==> src/rtl/maindec_issue_if.sv <==
// Decode/issue bundle between IF/ID and ID/EX: instruction handshake in,
// registered control bundle plus FPU interlock status out.
interface maindec_issue_if;
  logic       in_valid, in_ready;
  logic [5:0] op, funct;
  logic       flush;
  logic       out_valid, out_ready;
  logic       regwrite, regdst, alusrc, branch, ne, memwrite, memtoreg, jump, jr, link;
  logic [1:0] ls_ctrl, aluop;
  logic [2:0] fpu_control;
  logic       fp_regwrite, fpu_mem_write, mem_to_fp, illegal;
  logic       fpu_busy;

  modport master (
    output in_valid, op, funct, flush, out_ready,
    input  in_ready, out_valid, regwrite, regdst, alusrc, branch, ne, memwrite,
           memtoreg, jump, jr, link, ls_ctrl, aluop, fpu_control, fp_regwrite,
           fpu_mem_write, mem_to_fp, illegal, fpu_busy
  );

  modport slave (
    input  in_valid, op, funct, flush, out_ready,
    output in_ready, out_valid, regwrite, regdst, alusrc, branch, ne, memwrite,
           memtoreg, jump, jr, link, ls_ctrl, aluop, fpu_control, fp_regwrite,
           fpu_mem_write, mem_to_fp, illegal, fpu_busy
  );
endinterface

==> src/rtl/maindec_issue.sv <==
// Registered MIPS main decoder with valid/ready handshake and an FP interlock
// that holds FP instructions while a multi-cycle FPU mul/div is in flight.
module maindec_issue #(
  parameter int MUL_LAT = 4,
  parameter int DIV_LAT = 12
) (
  input logic           clk_i,
  input logic           reset_n_i,
  maindec_issue_if.slave bus
);
  localparam int CW = $clog2(DIV_LAT) + 1;

  localparam logic [5:0] OP_R    = 6'b000000, OP_LW   = 6'b100011, OP_LH   = 6'b100001,
                         OP_LB   = 6'b100000, OP_LBU  = 6'b100100, OP_SW   = 6'b101011,
                         OP_SH   = 6'b101001, OP_SB   = 6'b101000, OP_BEQ  = 6'b000100,
                         OP_BNE  = 6'b000101, OP_ADDI = 6'b001000, OP_ORI  = 6'b001101,
                         OP_J    = 6'b000010, OP_JAL  = 6'b000011, OP_LWC1 = 6'b110001,
                         OP_SWC1 = 6'b111001, OP_COP1 = 6'b010001;

  typedef struct packed {
    logic       regwrite, regdst, alusrc, branch, ne, memwrite, memtoreg, jump, jr, link;
    logic [1:0] ls_ctrl;
    logic [1:0] aluop;
    logic [2:0] fpu_control;
    logic       fp_regwrite, fpu_mem_write, mem_to_fp, illegal;
  } ctrl_t;

  typedef struct packed {
    ctrl_t ctrl;
    logic  fp;
    logic  mul;
    logic  div;
  } entry_t;

  entry_t        ent_d, ent_q;
  logic          valid_d, valid_q;
  logic [CW-1:0] cnt_d, cnt_q;
  logic          fpu_busy, out_valid, issue, in_ready, accept;
  logic [1:0]    ls_w;

  // Width code falls out of op[2:0]: x11 word, x01 half, x00 byte, 100 byte-unsigned.
  assign ls_w = bus.op[2] ? 2'b11 : bus.op[1] ? 2'b00 : bus.op[0] ? 2'b01 : 2'b10;

  always_comb begin
    ent_d = '0;
    unique case (bus.op)
      OP_R: begin
        ent_d.ctrl.regwrite = 1'b1;
        ent_d.ctrl.regdst   = 1'b1;
        ent_d.ctrl.aluop    = 2'b10;
        if (bus.funct == 6'b001000) begin
          ent_d.ctrl.jr       = 1'b1;
          ent_d.ctrl.regwrite = 1'b0;
        end
        if (bus.funct == 6'b001001) begin
          ent_d.ctrl.jr   = 1'b1;
          ent_d.ctrl.link = 1'b1;
        end
      end
      OP_LW, OP_LH, OP_LB, OP_LBU: begin
        ent_d.ctrl.regwrite = 1'b1;
        ent_d.ctrl.alusrc   = 1'b1;
        ent_d.ctrl.memtoreg = 1'b1;
        ent_d.ctrl.ls_ctrl  = ls_w;
      end
      OP_SW, OP_SH, OP_SB: begin
        ent_d.ctrl.alusrc   = 1'b1;
        ent_d.ctrl.memwrite = 1'b1;
        ent_d.ctrl.ls_ctrl  = ls_w;
      end
      OP_BEQ, OP_BNE: begin
        ent_d.ctrl.branch = 1'b1;
        ent_d.ctrl.ne     = bus.op[0];
        ent_d.ctrl.aluop  = 2'b01;
      end
      OP_ADDI: begin
        ent_d.ctrl.regwrite = 1'b1;
        ent_d.ctrl.alusrc   = 1'b1;
      end
      OP_ORI: begin
        ent_d.ctrl.regwrite = 1'b1;
        ent_d.ctrl.alusrc   = 1'b1;
        ent_d.ctrl.aluop    = 2'b11;
      end
      OP_J: ent_d.ctrl.jump = 1'b1;
      OP_JAL: begin
        ent_d.ctrl.jump     = 1'b1;
        ent_d.ctrl.link     = 1'b1;
        ent_d.ctrl.regwrite = 1'b1;
      end
      OP_LWC1: begin
        ent_d.ctrl.alusrc      = 1'b1;
        ent_d.ctrl.mem_to_fp   = 1'b1;
        ent_d.ctrl.fp_regwrite = 1'b1;
        ent_d.fp               = 1'b1;
      end
      OP_SWC1: begin
        ent_d.ctrl.alusrc        = 1'b1;
        ent_d.ctrl.fpu_mem_write = 1'b1;
        ent_d.fp                 = 1'b1;
      end
      OP_COP1: begin
        if (bus.funct inside {6'b000000, 6'b000001, 6'b000010, 6'b000011, 6'b000101, 6'b000111}) begin
          ent_d.ctrl.fp_regwrite = 1'b1;
          ent_d.ctrl.fpu_control = bus.funct[2:0];
          ent_d.fp               = 1'b1;
          ent_d.mul              = (bus.funct == 6'b000010);
          ent_d.div              = (bus.funct == 6'b000011);
        end else begin
          ent_d.ctrl.illegal = 1'b1;
        end
      end
      default: ent_d.ctrl.illegal = 1'b1;
    endcase
  end

  assign fpu_busy  = (cnt_q != '0);
  assign out_valid = valid_q & ~(ent_q.fp & fpu_busy);
  assign issue     = out_valid & bus.out_ready;
  assign in_ready  = ~valid_q | issue;
  assign accept    = bus.in_valid & in_ready;

  always_comb begin
    valid_d = valid_q;
    if (issue)    valid_d = 1'b0;
    if (accept)   valid_d = 1'b1;
    if (bus.flush) valid_d = 1'b0;

    // Flush never touches the counter: an issued long op is already in EX.
    cnt_d = cnt_q;
    if (issue && ent_q.mul)      cnt_d = CW'(MUL_LAT - 1);
    else if (issue && ent_q.div) cnt_d = CW'(DIV_LAT - 1);
    else if (fpu_busy)           cnt_d = cnt_q - CW'(1);
  end

  always_ff @(posedge clk_i) begin
    if (!reset_n_i) begin
      valid_q <= 1'b0;
      ent_q   <= '0;
      cnt_q   <= '0;
    end else begin
      valid_q <= valid_d;
      cnt_q   <= cnt_d;
      if (accept) ent_q <= ent_d;
    end
  end

  assign bus.in_ready  = in_ready;
  assign bus.out_valid = out_valid;
  assign bus.fpu_busy  = fpu_busy;
  assign {bus.regwrite, bus.regdst, bus.alusrc, bus.branch, bus.ne, bus.memwrite,
          bus.memtoreg, bus.jump, bus.jr, bus.link, bus.ls_ctrl, bus.aluop,
          bus.fpu_control, bus.fp_regwrite, bus.fpu_mem_write, bus.mem_to_fp,
          bus.illegal} = ent_q.ctrl;
endmodule

==> src/flat_wrapper.sv <==
// flat-port wrapper written by rule: the top's interface ports become plain ports
module maindec_issue_flat 
#(
  parameter int MUL_LAT = 4,
  parameter int DIV_LAT = 12
)
  (clk_i, reset_n_i, bus_in_valid, bus_op, bus_funct, bus_flush, bus_out_ready, bus_in_ready, bus_out_valid, bus_regwrite, bus_regdst, bus_alusrc, bus_branch, bus_ne, bus_memwrite, bus_memtoreg, bus_jump, bus_jr, bus_link, bus_ls_ctrl, bus_aluop, bus_fpu_control, bus_fp_regwrite, bus_fpu_mem_write, bus_mem_to_fp, bus_illegal, bus_fpu_busy);
  maindec_issue_if bus_i ();
  input logic clk_i;
  input logic reset_n_i;
  input wire logic [$bits(bus_i.in_valid)-1:0] bus_in_valid;
  input wire logic [$bits(bus_i.op)-1:0] bus_op;
  input wire logic [$bits(bus_i.funct)-1:0] bus_funct;
  input wire logic [$bits(bus_i.flush)-1:0] bus_flush;
  input wire logic [$bits(bus_i.out_ready)-1:0] bus_out_ready;
  output wire logic [$bits(bus_i.in_ready)-1:0] bus_in_ready;
  output wire logic [$bits(bus_i.out_valid)-1:0] bus_out_valid;
  output wire logic [$bits(bus_i.regwrite)-1:0] bus_regwrite;
  output wire logic [$bits(bus_i.regdst)-1:0] bus_regdst;
  output wire logic [$bits(bus_i.alusrc)-1:0] bus_alusrc;
  output wire logic [$bits(bus_i.branch)-1:0] bus_branch;
  output wire logic [$bits(bus_i.ne)-1:0] bus_ne;
  output wire logic [$bits(bus_i.memwrite)-1:0] bus_memwrite;
  output wire logic [$bits(bus_i.memtoreg)-1:0] bus_memtoreg;
  output wire logic [$bits(bus_i.jump)-1:0] bus_jump;
  output wire logic [$bits(bus_i.jr)-1:0] bus_jr;
  output wire logic [$bits(bus_i.link)-1:0] bus_link;
  output wire logic [$bits(bus_i.ls_ctrl)-1:0] bus_ls_ctrl;
  output wire logic [$bits(bus_i.aluop)-1:0] bus_aluop;
  output wire logic [$bits(bus_i.fpu_control)-1:0] bus_fpu_control;
  output wire logic [$bits(bus_i.fp_regwrite)-1:0] bus_fp_regwrite;
  output wire logic [$bits(bus_i.fpu_mem_write)-1:0] bus_fpu_mem_write;
  output wire logic [$bits(bus_i.mem_to_fp)-1:0] bus_mem_to_fp;
  output wire logic [$bits(bus_i.illegal)-1:0] bus_illegal;
  output wire logic [$bits(bus_i.fpu_busy)-1:0] bus_fpu_busy;
  assign bus_i.in_valid = bus_in_valid;
  assign bus_i.op = bus_op;
  assign bus_i.funct = bus_funct;
  assign bus_i.flush = bus_flush;
  assign bus_i.out_ready = bus_out_ready;
  assign bus_in_ready = bus_i.in_ready;
  assign bus_out_valid = bus_i.out_valid;
  assign bus_regwrite = bus_i.regwrite;
  assign bus_regdst = bus_i.regdst;
  assign bus_alusrc = bus_i.alusrc;
  assign bus_branch = bus_i.branch;
  assign bus_ne = bus_i.ne;
  assign bus_memwrite = bus_i.memwrite;
  assign bus_memtoreg = bus_i.memtoreg;
  assign bus_jump = bus_i.jump;
  assign bus_jr = bus_i.jr;
  assign bus_link = bus_i.link;
  assign bus_ls_ctrl = bus_i.ls_ctrl;
  assign bus_aluop = bus_i.aluop;
  assign bus_fpu_control = bus_i.fpu_control;
  assign bus_fp_regwrite = bus_i.fp_regwrite;
  assign bus_fpu_mem_write = bus_i.fpu_mem_write;
  assign bus_mem_to_fp = bus_i.mem_to_fp;
  assign bus_illegal = bus_i.illegal;
  assign bus_fpu_busy = bus_i.fpu_busy;
  maindec_issue #(.MUL_LAT(MUL_LAT), .DIV_LAT(DIV_LAT)) u_core (.clk_i(clk_i), .reset_n_i(reset_n_i), .bus(bus_i));
endmodule
==> config.mk <==
export PLATFORM = sky130hd
export DESIGN_NAME = maindec_issue_flat
export DESIGN_NICKNAME = d
export VERILOG_FILES = /design/src/rtl/maindec_issue_if.sv /design/src/rtl/maindec_issue.sv /design/src/flat_wrapper.sv
export SDC_FILE = /design/constraint.sdc
export NUM_CORES = 1
export LEC_CHECK = 0
export BUFFER_PORTS_ARGS = -buffer_cell sky130_fd_sc_hd__buf_2
export CAP_MARGIN = 30
export CORE_UTILIZATION = 35
export CTS_CLUSTER_SIZE = 40
export DETAILED_ROUTE_END_ITERATION = 10
export PLACE_DENSITY = 0.62
export SLEW_MARGIN = 20
export SYNTH_ARGS = -nofsm -noshare
export SYNTH_HDL_FRONTEND = slang
export SYNTH_SLANG_ARGS = --single-unit
==> constraint.sdc <==
create_clock -name clk_i -period 2.7 [get_ports clk_i]
set_clock_uncertainty 0.05 [all_clocks]
set_input_delay 0.135 -clock clk_i [delete_from_list [all_inputs] [get_ports clk_i]]
set_output_delay 0.135 -clock clk_i [all_outputs]
set_load 0.02 [all_outputs]
# Word-level counts from Yosys, hierarchy flattened
# Cells that the tools add are included.
# Widths: inputs -> output; s select.
# classes
addsub	1
reduce_logical	21
n_eq_ne	23
n_bitwise	8
n_mux	32
# ops
cell	count
$eq 6x6->1 const B	9
$eq 6x2->1 const B	4
$eq 6x3->1 const B	4
$eq 6x4->1 const B	4
$mux 2	8
$reduce_or 16->1	1
$reduce_or 7->1	2
$mux 1	13
$logic_not 6->1	2
$mux 4	3
$reduce_or 11->1	1
$pmux 1 s2	5
$reduce_or 2->1	5
$eq 6x1->1 const B	1
$eq 6x5->1 const B	1
$mux 3	2
$pmux 2 s3	1
$reduce_bool 6->1	1
$reduce_or 3->1	2
$reduce_bool 5->1	1
$sub 5x1->5 const B	1
$and 1x1->1	4
$reduce_bool 2->1	2
$reduce_or 4->1	1
other kinds (4)	7
# totals
word_cells	109
register_bits	30
inputBits	17
out_inout_bits	24

# Depth between registers and ports, before layout
# Gate-level depths: netlist (run 1).
# logic_depth
word_depth	8
ltp_mapped	8
depth_no_buf	7

# Worst setup path before layout (run 1)
# Ideal clock, no wire load.
# synth_path
kind	register to register
from	reg u_core.cnt_q[0]
to	reg u_core.cnt_q[3]
arrival_time_ns	1.806
path_stages_with_launch	8
required_ns	2.580
n_path_buf	0
slack_ns	0.774
synth_period_minus_slack_ns	1.926
setup_time_ns	0.070
path_cell_list	dfxtp_1 inv_1 ha_1 nor4b_4 inv_1 a21oi_1 nand3_1 a21oi_1
# synth_via
elab_chain_cells	7
word_cells_on_any_way	12
classes_between	add/sub (1); mux (2); bitwise (4); reduce/logical (5)
# synth_lines
element	line	source
start: declaration	maindec_issue.sv:37	logic [CW-1:0] cnt_d, cnt_q;
start signal: assignment	maindec_issue.sv:143	cnt_q <= cnt_d;
$reduce_bool 5->1 *	maindec_issue.sv:117	assign fpu_busy = (cnt_q != '0);
via bus_fpu_busy	flat_wrapper.sv:35	output wire logic [$bits(bus_i.fpu_busy)-1:0] bus_fpu_busy;
$and 1x1->1 *	maindec_issue.sv:118	assign out_valid = valid_q & ~(ent_q.fp & fpu_busy);
$not 1->1 *	maindec_issue.sv:118	
$and 1x1->1 *	maindec_issue.sv:118	
via bus_out_valid	flat_wrapper.sv:17	output wire logic [$bits(bus_i.out_valid)-1:0] bus_out_valid;
$and 1x1->1 *	maindec_issue.sv:119	assign issue = out_valid & bus.out_ready;
$logic_and 1x1->1 (on tied branches)	maindec_issue.sv:132, maindec_issue.sv:131	
$mux 4, or another cell as far along	maindec_issue.sv:132	else if (issue && ent_q.div) cnt_d = CW'(DIV_LAT - 1);
# The timed path passes the listed nets; every way through them passes the cells marked *. The select of a mux whose other input is x is not followed.
# A chain may end at the register's enable or synchronous reset.

# Worst setup path in the final report (run 1)
# layout_path
from	reg u_core.cnt_q[0]
to	out bus_in_ready
# layout_via
elab_chain_cells	6
# layout_lines
element	line	source
$reduce_bool 5->1	maindec_issue.sv:117	
$and 1x1->1	maindec_issue.sv:118	
$not 1->1	maindec_issue.sv:118	
$and 1x1->1	maindec_issue.sv:118	
$and 1x1->1	maindec_issue.sv:119	
$or 1x1->1	maindec_issue.sv:120	assign in_ready = ~valid_q | issue;
end: declaration	flat_wrapper.sv:16	output wire logic [$bits(bus_i.in_ready)-1:0] bus_in_ready;
# Every way passes these cells.

==> impl_results.html, run 1 <==
<table>
<tr><th>Metric</th><th>Value</th></tr>
<tr><th colspan="2">GRT</th></tr>
<tr><td>Number of global-route vias before repair</td><td>1,368</td></tr>
<tr><td>Pin count of the biggest net entering global routing</td><td>25</td></tr>
<tr><td>Global-route wire length before repair</td><td>6.22 mm</td></tr>
<tr><td>Overall routing resource usage</td><td>16.0%</td></tr>
<tr><td>GR Overflow Total</td><td>0</td></tr>
<tr><td>Initial antenna violation count</td><td>0</td></tr>
<tr><th colspan="2">Yosys</th></tr>
<tr><td>Count of yosys warnings during synthesis</td><td>0</td></tr>
<tr><td>Synthesized flop and latch total</td><td>30</td></tr>
<tr><td>Number of distinct library cells after synthesis</td><td>43</td></tr>
<tr><td>Post-synth design cell area</td><td>0.00165 mm^2</td></tr>
<tr><td>Gate Count Post-Synth</td><td>204</td></tr>
<tr><td>Synth Area per Inst</td><td>8.07 um^2</td></tr>
<tr><td>Post-synthesis sequential area ratio</td><td>36.5%</td></tr>
<tr><td>Post-synthesis net count</td><td>223</td></tr>
<tr><th colspan="2">Routing</th></tr>
<tr><td>Via count of the routed design</td><td>1,489</td></tr>
<tr><td>WL final</td><td>3.75 mm</td></tr>
<tr><td>Per-cell via count in the routed design</td><td>5.19</td></tr>
<tr><td>Routed wire per std cell</td><td>13.1 um</td></tr>
<tr><td>Number of remaining DRC errors</td><td>2</td></tr>
<tr><td>Number of DRC markers after the initial detailed-route iteration</td><td>91</td></tr>
<tr><td>Remaining antenna violation count after routing</td><td>0</td></tr>
<tr><td>Total iterations of the first detailed-routing run</td><td>7</td></tr>
<tr><th colspan="2">Layout</th></tr>
<tr><td>Fillers</td><td>474</td></tr>
<tr><td>Area delta synth-&gt;final</td><td>17.1%</td></tr>
<tr><td>Number of antenna diodes</td><td>0</td></tr>
<tr><td>Fraction of layout instances using a drive strength above 1</td><td>26.4%</td></tr>
<tr><td>Final net count</td><td>253</td></tr>
<tr><th colspan="2">Run</th></tr>
<tr><td>Count of max-cap constraint violations</td><td>0</td></tr>
<tr><th colspan="2">Floorplan</th></tr>
<tr><td>Standard cell core area</td><td>0.00444 mm^2</td></tr>
<tr><td>Die X-Extent</td><td>70.6 um</td></tr>
<tr><td>Die ar.</td><td>0.00498 mm^2</td></tr>
<tr><td>Vert. Die Dim</td><td>70.6 um</td></tr>
<tr><td>Initial Util</td><td>37.0%</td></tr>
<tr><td>Row Count</td><td>24</td></tr>
<tr><td>Total I/O pin count</td><td>41</td></tr>
<tr><th colspan="2">Clocking</th></tr>
<tr><td>Clock insertion delay at the later pin of the skew report</td><td>290 ps</td></tr>
<tr><td>Hold-fix buffers at CTS</td><td>1</td></tr>
<tr><td>Quantity of gates resized following cts</td><td>0</td></tr>
<tr><td>Number of buffers on the longest clock path</td><td>2</td></tr>
<tr><td>Post-CTS setup buffer count</td><td>0</td></tr>
<tr><td>TritonCTS Buffers</td><td>5</td></tr>
<tr><td>Clock tree from TritonCTS</td><td>done</td></tr>
<tr><td>Clock edge transition at the registers on the reported setup and hold paths</td><td>70 ps</td></tr>
<tr><td>Sink count of the clock tree</td><td>30</td></tr>
<tr><td>Root Buffer</td><td>sky130_fd_sc_hd__clkbuf_8</td></tr>
<tr><td>H-tree levels</td><td>2</td></tr>
<tr><th colspan="2">Setup path</th></tr>
<tr><td>Max Fanout on Critical Path</td><td>6</td></tr>
<tr><td>CP max stage cell</td><td>sky130_fd_sc_hd__dfxtp_1</td></tr>
<tr><td>Category of the worst setup path launch point</td><td>flip-flop</td></tr>
<tr><td>Data arrival time of the worst path</td><td>1790 ps</td></tr>
<tr><td>Required time reported for the critical path endpoint</td><td>2520 ps</td></tr>
<tr><td>Crit path largest cell delay</td><td>360 ps</td></tr>
<tr><td>CP cell instances</td><td>inv_1 -&gt; ha_1 -&gt; nor4b_4 -&gt; buf_4 -&gt; o211ai_1 -&gt; nand2_1 -&gt; buf_2</td></tr>
<tr><td>Capturing element type of the critical path</td><td>primary output</td></tr>
<tr><td>Kind of critical path</td><td>flip-flop to primary output</td></tr>
<tr><th colspan="2">STA</th></tr>
<tr><td>Final Max Slew Viols</td><td>0</td></tr>
<tr><td>Part of the cycle the worst path needs</td><td>73.1%</td></tr>
<tr><td>Final period demand of the worst path</td><td>1970 ps</td></tr>
<tr><td>Final setup fails</td><td>0</td></tr>
<tr><td>Smallest setup slack after layout</td><td>728 ps</td></tr>
<tr><td>Maximum frequency from static timing analysis</td><td>0.507 GHz</td></tr>
<tr><td>Hold Violations, Final</td><td>0</td></tr>
<tr><td>Post-Route Setup TNS</td><td>0 ps</td></tr>
<tr><td>Setup repair after global routing missed its margin</td><td>false</td></tr>
<tr><td>Normalized max-slew margin</td><td>47.3%</td></tr>
<tr><td>Least-Margin Pin Slew</td><td>771 ps</td></tr>
<tr><th colspan="2">Run status</th></tr>
<tr><td>Failing checks</td><td>design-rule violations</td></tr>
<tr><td>Run status</td><td>complete, but fails checks</td></tr>
<tr><th colspan="2">Placement</th></tr>
<tr><td>Detailed-placement wirelength estimate</td><td>2.69 mm</td></tr>
<tr><td>Input/output buffers</td><td>40</td></tr>
<tr><td>Worst-case setup slack after placement</td><td>460 ps</td></tr>
<tr><td>Global placement routability congestion</td><td>0.767</td></tr>
<tr><th colspan="2">Power and ir drop</th></tr>
<tr><td>Worst IR Drop VDD</td><td>296 uV</td></tr>
<tr><td>Leak</td><td>0.744 nW</td></tr>
<tr><td>PwrDens</td><td>696 mW/mm^2</td></tr>
<tr><th colspan="2">Hold path</th></tr>
<tr><td>Tightest Hold Check Type</td><td>primary input to flip-flop</td></tr>
</table>
-- report_power, final --
part | total, mW | internal, mW | leakage, nW | switching, mW
Clock | 0.432 | 0.257 | 0.0575 | 0.175
Combinational | 0.379 | 0.173 | 0.443 | 0.205
Sequential | 0.530 | 0.486 | 0.244 | 0.0437
-- layer usage --
layer / track usage (%) / wire, um / vias up
met5: 0 / 0 / -
li1: - / - / 780
met1: 19.4 / 1700 / 683
met2: 26.6 / 1840 / 19
met3: 5.27 / 149 / 7
met4: 5.33 / 55 / 0
-- stage by stage --
step	area, um^2	hold WS, ps	utilization [%]	power (mW)	cells
after floorplan	1650	162	-	0.827	204
final	1930	93.8	43.4	1.34	287
after global placement	1800	252	40.4	0.921	277
after detailed placement	1800	256	40.4	0.920	277
after global routing	1930	108	43.4	1.42	287
after CTS	1920	88.7	43.1	1.35	286
-- kinds of logic (layout without fill, tap and decap cells) --
kind of cell	count (synthesis)	after routing	synth area share, %
AOI/OAI and AO/OA	52	52	21.3
xor gates and xnor gates	4	4	2.13
adders and majority gates	2	2	1.52
buffers and inverters	32	63	10.2
DFF	30	30	36.5
muxes	1	1	0.684
and+or+nand+nor	83	83	27.7
-- synth_stat cells --
cell                        number  area, um^2
sky130_fd_sc_hd__o221a_4         1        20.0
sky130_fd_sc_hd__nand2b_1        3        18.8
sky130_fd_sc_hd__o21a_1          4        30.0
sky130_fd_sc_hd__o31ai_1         2        15.0
sky130_fd_sc_hd__a211o_2         1        10.0
sky130_fd_sc_hd__dfxtp_1        30         601
sky130_fd_sc_hd__and3_2          1        7.51
sky130_fd_sc_hd__nor3_1          2        10.0
sky130_fd_sc_hd__nor4_2          2        25.0
sky130_fd_sc_hd__and2_2          1        7.51
sky130_fd_sc_hd__o221ai_2        1        15.0
sky130_fd_sc_hd__nand4b_1        2        17.5
sky130_fd_sc_hd__a41o_1          1        10.0
sky130_fd_sc_hd__xnor2_1         3        26.3
sky130_fd_sc_hd__a31oi_1         3        18.8
sky130_fd_sc_hd__or4_1           1        7.51
sky130_fd_sc_hd__nor3b_1         3        22.5
sky130_fd_sc_hd__nand3b_1        2        15.0
sky130_fd_sc_hd__nand3_1         7        35.0
sky130_fd_sc_hd__nor2b_1         2        12.5
sky130_fd_sc_hd__or3_1           4        25.0
sky130_fd_sc_hd__o211ai_1        3        22.5
sky130_fd_sc_hd__buf_6           2        22.5
sky130_fd_sc_hd__a211oi_1        2        15.0
sky130_fd_sc_hd__o221ai_1        2        17.5
sky130_fd_sc_hd__xor2_1          1        8.76
sky130_fd_sc_hd__a2111oi_0       4        35.0
sky130_fd_sc_hd__o22ai_1         1        6.26
sky130_fd_sc_hd__or4b_2          1        10.0
sky130_fd_sc_hd__nor4b_4         1        23.8
sky130_fd_sc_hd__o21ai_0         5        25.0
sky130_fd_sc_hd__nand2_1        28         105
sky130_fd_sc_hd__ha_1            2        25.0
sky130_fd_sc_hd__mux2_2          1        11.3
sky130_fd_sc_hd__nor2_1         14        52.6
sky130_fd_sc_hd__buf_2           2        10.0
sky130_fd_sc_hd__nor4_1          6        37.5
sky130_fd_sc_hd__clkbuf_1        8        30.0
sky130_fd_sc_hd__nor4bb_1        1        10.0
sky130_fd_sc_hd__a21oi_1        22         110
sky130_fd_sc_hd__or2_2           2        12.5
sky130_fd_sc_hd__inv_1          12        45.0
sky130_fd_sc_hd__buf_4           8        60.1
-- state kept, by name (all words and copies together) (netlist names), 2 cells and up --
| register | count |
|---|---|
| u_core.bus.aluop | 2 |
| u_core.bus.fpu_control | 3 |
| u_core.bus.ls_ctrl | 2 |
| u_core.cnt_q | 5 |
| u_core.ent_q | 3 |
-- cells in the final DEF, fill, tap and decap left out, types with 2 or more instances in the layout --
cell type and instances:
sky130_fd_sc_hd__a21oi_1 22, sky130_fd_sc_hd__nor3_1 2, sky130_fd_sc_hd__o221ai_1 2, sky130_fd_sc_hd__a2111oi_0 4, sky130_fd_sc_hd__or3_1 4, sky130_fd_sc_hd__xnor2_1 3, sky130_fd_sc_hd__nor3b_1 3, sky130_fd_sc_hd__clkbuf_8 8
sky130_fd_sc_hd__o21a_1 4, sky130_fd_sc_hd__o211ai_1 3, sky130_fd_sc_hd__nand3b_1 2, sky130_fd_sc_hd__nand2b_1 3, sky130_fd_sc_hd__o31ai_1 2, sky130_fd_sc_hd__nand2_1 28, sky130_fd_sc_hd__nor4_1 6, sky130_fd_sc_hd__or2_2 2
sky130_fd_sc_hd__a31oi_1 3, sky130_fd_sc_hd__nor2b_1 2, sky130_fd_sc_hd__a211oi_1 2, sky130_fd_sc_hd__ha_1 2, sky130_fd_sc_hd__nor4_2 2, sky130_fd_sc_hd__nor2_1 14, sky130_fd_sc_hd__nand3_1 7, sky130_fd_sc_hd__dfxtp_1 30
sky130_fd_sc_hd__nand4b_1 2, sky130_fd_sc_hd__buf_2 40, sky130_fd_sc_hd__o21ai_0 5, sky130_fd_sc_hd__inv_1 12
-- cell type report --
type | instances | area, um^2 | area share, %
timing repair buffer | 43 | 229 | 11.9
tap | 52 | 65.1 | 3.38
sequential | 30 | 601 | 31.2
clock buffer | 8 | 110 | 5.71
inverter | 12 | 45.0 | 2.34
multi-input combinational | 142 | 877 | 45.5
-- path summary, 6_finish.rpt --
kind / from / end / slack (ps) / cells after the start
max: u_core.cnt_q[0] / bus_in_ready / 730 / 7
min: bus_funct[2] / u_core.bus.fpu_control[2] / 90 / 3
min reg2reg: u_core.bus.fpu_control[2] / u_core.bus.fpu_control[2] / 400 / 2
max reg2reg: u_core.cnt_q[0] / u_core.bus.memtoreg / 810 / 8
-- critical path: cells and delay by family, from the launching register on --
family,cells,cell delay [ps]
buf+inv,3,400
compound gates,1,330
fa+ha+maj,1,190
flops,1,360
simple gates,2,210
No activity file was read; power rests on OpenSTA's default activity.
==> run 2: changes to the inputs <==
==> constraint.sdc (replaced) <==
create_clock -name clk_i -period 1.9 [get_ports clk_i]
set_clock_uncertainty 0.05 [all_clocks]
set_input_delay 0.095 -clock clk_i [delete_from_list [all_inputs] [get_ports clk_i]]
set_output_delay 0.095 -clock clk_i [all_outputs]
set_load 0.02 [all_outputs]
==> run 2 against run 1 <==
Against the previous run: sequential power is 43% higher; the run still ends with design-rule violations left; critical path depth stayed put; global-route usage is 1.9 points higher; total power is 62% higher; non-clock buffer count is 6 higher.
==> impl_results.html, run 2 (synthesized netlist as in run 1, its figures left out) <==
<table>
<tr><th>Metric</th><th>Value</th></tr>
<tr><th colspan="2">Run status</th></tr>
<tr><td>Failing checks</td><td>design-rule violations (unchanged)</td></tr>
<tr><td>Run status</td><td>complete, but fails checks (unchanged)</td></tr>
<tr><th colspan="2">GRT</th></tr>
<tr><td>Global-route wire length before repair</td><td>6.89 mm (was 6.22 mm)</td></tr>
<tr><td>Number of global-route vias before repair</td><td>1,513 (was 1,368)</td></tr>
<tr><td>Global-route layer with the greatest usage</td><td>met2 (unchanged)</td></tr>
<tr><td>GR Overflow Total</td><td>0 (unchanged)</td></tr>
<tr><td>Pin count of the biggest net entering global routing</td><td>21 (was 25)</td></tr>
<tr><td>Initial antenna violation count</td><td>0 (unchanged)</td></tr>
<tr><td>Overall routing resource usage</td><td>17.8% (was 16.0%)</td></tr>
<tr><td>Global routing usage on met3</td><td>3.56% (was 5.27%)</td></tr>
<tr><td>Met2 usage in global routing</td><td>29.2% (was 26.6%)</td></tr>
<tr><td>Met1 layer usage reported by global route</td><td>22.4% (was 19.4%)</td></tr>
<tr><th colspan="2">Clocking</th></tr>
<tr><td>Clock tree from TritonCTS</td><td>done (unchanged)</td></tr>
<tr><td>Clock insertion delay at the later pin of the skew report</td><td>290 ps (about the same)</td></tr>
<tr><td>Number of buffers on the longest clock path</td><td>2 (unchanged)</td></tr>
<tr><td>Sink count of the clock tree</td><td>30 (unchanged)</td></tr>
<tr><td>TritonCTS Buffers</td><td>5 (unchanged)</td></tr>
<tr><td>Root Buffer</td><td>sky130_fd_sc_hd__clkbuf_8 (unchanged)</td></tr>
<tr><td>Clock edge transition at the registers on the reported setup and hold paths</td><td>70 ps (about the same)</td></tr>
<tr><td>H-tree levels</td><td>2 (unchanged)</td></tr>
<tr><th colspan="2">Floorplan</th></tr>
<tr><td>Die X-Extent</td><td>70.6 um (unchanged)</td></tr>
<tr><td>Vert. Die Dim</td><td>70.6 um (unchanged)</td></tr>
<tr><td>Initial Util</td><td>37.0% (unchanged)</td></tr>
<tr><td>Die ar.</td><td>0.00498 mm^2 (unchanged)</td></tr>
<tr><td>Row Count</td><td>24 (unchanged)</td></tr>
<tr><td>Total I/O pin count</td><td>41 (unchanged)</td></tr>
<tr><td>Standard cell core area</td><td>0.00444 mm^2 (unchanged)</td></tr>
<tr><th colspan="2">Setup path</th></tr>
<tr><td>Kind of critical path</td><td>flip-flop to primary output (unchanged)</td></tr>
<tr><td>Capturing element type of the critical path</td><td>primary output (unchanged)</td></tr>
<tr><td>Crit path largest cell delay</td><td>350 ps (was 360 ps)</td></tr>
<tr><td>Max Fanout on Critical Path</td><td>4 (was 6)</td></tr>
<tr><td>Data arrival time of the worst path</td><td>1690 ps (was 1790 ps)</td></tr>
<tr><td>Required time reported for the critical path endpoint</td><td>1750 ps (was 2520 ps)</td></tr>
<tr><td>Category of the worst setup path launch point</td><td>flip-flop (unchanged)</td></tr>
<tr><td>CP cell instances</td><td>inv_1 -&gt; ha_1 -&gt; nor4b_4 -&gt; buf_4 -&gt; o211ai_1 -&gt; nand2_1 -&gt; buf_2 (unchanged)</td></tr>
<tr><td>CP max stage cell</td><td>sky130_fd_sc_hd__dfxtp_2 (was sky130_fd_sc_hd__dfxtp_1)</td></tr>
<tr><th colspan="2">Power and ir drop</th></tr>
<tr><td>Leak</td><td>0.787 nW (was 0.744 nW)</td></tr>
<tr><td>PwrDens</td><td>1080 mW/mm^2 (was 696 mW/mm^2)</td></tr>
<tr><td>Worst IR Drop VDD</td><td>423 uV (was 296 uV)</td></tr>
<tr><th colspan="2">Run</th></tr>
<tr><td>Count of max-cap constraint violations</td><td>0 (unchanged)</td></tr>
<tr><th colspan="2">STA</th></tr>
<tr><td>Setup repair after global routing missed its margin</td><td>false (unchanged)</td></tr>
<tr><td>Least-Margin Pin Slew</td><td>781 ps (was 771 ps)</td></tr>
<tr><td>Post-Route Setup TNS</td><td>0 ps (unchanged)</td></tr>
<tr><td>Part of the cycle the worst path needs</td><td>96.4%</td></tr>
<tr><td>Normalized max-slew margin</td><td>46.6% (was 47.3%)</td></tr>
<tr><td>Hold Violations, Final</td><td>0 (unchanged)</td></tr>
<tr><td>Final setup fails</td><td>0 (unchanged)</td></tr>
<tr><td>Maximum frequency from static timing analysis</td><td>0.546 GHz</td></tr>
<tr><td>Final period demand of the worst path</td><td>1830 ps</td></tr>
<tr><td>Final Max Slew Viols</td><td>0 (unchanged)</td></tr>
<tr><th colspan="2">Layout</th></tr>
<tr><td>Area of all placed cells without fillers</td><td>0.00202 mm^2 (was 0.00193 mm^2)</td></tr>
<tr><td>Most flop-heavy register</td><td>u_core.cnt_q (unchanged)</td></tr>
<tr><td>Most frequent standard cell in the layout excluding fill and tap cells</td><td>sky130_fd_sc_hd__buf_2 (unchanged)</td></tr>
<tr><td>Fraction of layout instances using a drive strength above 1</td><td>29.0% (was 26.4%)</td></tr>
<tr><td>Area delta synth-&gt;final</td><td>22.7% (was 17.1%)</td></tr>
<tr><td>Final net count</td><td>259 (was 253)</td></tr>
<tr><td>Flip-flop count of the largest register after layout</td><td>5 (unchanged)</td></tr>
<tr><td>Most frequent cells in the layout</td><td>sky130_fd_sc_hd__buf_2 (39), sky130_fd_sc_hd__dfxtp_1 (29), sky130_fd_sc_hd__nand2_1 (28) (was sky130_fd_sc_hd__buf_2 (40), sky130_fd_sc_hd__dfxtp_1 (30), sky130_fd_sc_hd__nand2_1 (28))</td></tr>
<tr><td>Number of antenna diodes</td><td>0 (unchanged)</td></tr>
<tr><td>Fillers</td><td>463 (was 474)</td></tr>
<tr><th colspan="2">Routing</th></tr>
<tr><td>Remaining antenna violation count after routing</td><td>0 (unchanged)</td></tr>
<tr><td>Per-cell via count in the routed design</td><td>5.28 (was 5.19)</td></tr>
<tr><td>WL final</td><td>4.11 mm (was 3.75 mm)</td></tr>
<tr><td>Number of DRC markers after the initial detailed-route iteration</td><td>89 (was 91)</td></tr>
<tr><td>Number of remaining DRC errors</td><td>2 (unchanged)</td></tr>
<tr><td>Routed wire per std cell</td><td>14.0 um (was 13.1 um)</td></tr>
<tr><td>Total iterations of the first detailed-routing run</td><td>10 (was 7)</td></tr>
<tr><td>Via count of the routed design</td><td>1,546 (was 1,489)</td></tr>
<tr><th colspan="2">Placement</th></tr>
<tr><td>Detailed-placement wirelength estimate</td><td>3.00 mm (was 2.69 mm)</td></tr>
<tr><td>Input/output buffers</td><td>40 (unchanged)</td></tr>
<tr><td>Global placement routability congestion</td><td>0.915 (was 0.767)</td></tr>
<tr><td>Area after detailed placement</td><td>0.00184 mm^2 (was 0.00180 mm^2)</td></tr>
<tr><th colspan="2">Hold path</th></tr>
<tr><td>Tightest Hold Check Type</td><td>primary input to flip-flop (unchanged)</td></tr>
</table>
[run 2: metrics by stage]
step | setup WS (ps) | utilization, % | hold WS [ps] | instances | total power, mW
2_1_floorplan | 122 | - | 122 | 204 | 1.18
3_3_place_gp | 171 | 41.3 | 223 | 282 | 1.32
3_5_place_dp | 140 | 41.3 | 219 | 282 | 1.33
4_1_cts | 55.3 | 45.4 | 68.4 | 293 | 2.19
5_1_grt | 5.03 | 45.4 | 76.1 | 293 | 2.28
6_report | 69.3 | 45.4 | 65.4 | 293 | 2.17
[run 2: path summary, 6_finish.rpt]
| kind | depth (start not counted) | slack, ps | endpoint | start |
|---|---|---|---|---|
| worst max-delay path | 7 | 70 | bus_in_ready | u_core.cnt_q[0] |
| worst min-delay path | 3 | 70 | u_core.bus.fpu_control[2] | bus_funct[2] |
| worst max register to register | 8 | 140 | u_core.bus.fpu_control[1] | u_core.cnt_q[0] |
| worst min register to register | 2 | 400 | u_core.bus.mem_to_fp | u_core.bus.mem_to_fp |
[run 2: repair_timing]
action / in CTS / in global routing
pin swaps: 1 / 3
setup buffers: 2 / 0
gates cloned: 0 / 0
hold buffers: 1 / 0
endpoints found under the setup margin: 2 / 7
resized for setup: 1 / 2
endpoints found under the hold margin: 1 / 0
[run 2: metal layers]
metal	wire length [um]	up-vias	share of wire, %
li1	-	791	-
met1	1850	708	45
met2	2020	37	49
met3	152	10	3.7
met4	95	0	2.3
met5	0	-	0
[run 2: where the power goes]
group	switching [mW]	total, mW	leakage, nW	internal, mW
combinational	0.320	0.599	0.471	0.279
clock	0.257	0.817	0.0714	0.559
sequential	0.0652	0.758	0.244	0.693
[run 2: area by class of cell]
| cell class | count | area (um^2) | area share, % |
|---|---|---|---|
| Sequential cell | 30 | 602 | 29.8 |
| Timing Repair Buffer | 49 | 273 | 13.5 |
| Clock inverter | 2 | 60.1 | 2.97 |
| Clock buffer | 6 | 82.6 | 4.09 |
| Multi-Input combinational cell | 142 | 892 | 44.2 |
| Inverter | 12 | 45.0 | 2.23 |
| Tap cell | 52 | 65.1 | 3.22 |
[run 2: worst max-delay path, delay by kind of cell (launching register included)]
kind,cells,cell delay [ps]
AND/OR/NAND/NOR,2,230
buffers and inverters,3,370
flip-flops,1,350
adder cells (fa/ha/maj),1,190
AO/OA/AOI/OAI,1,250
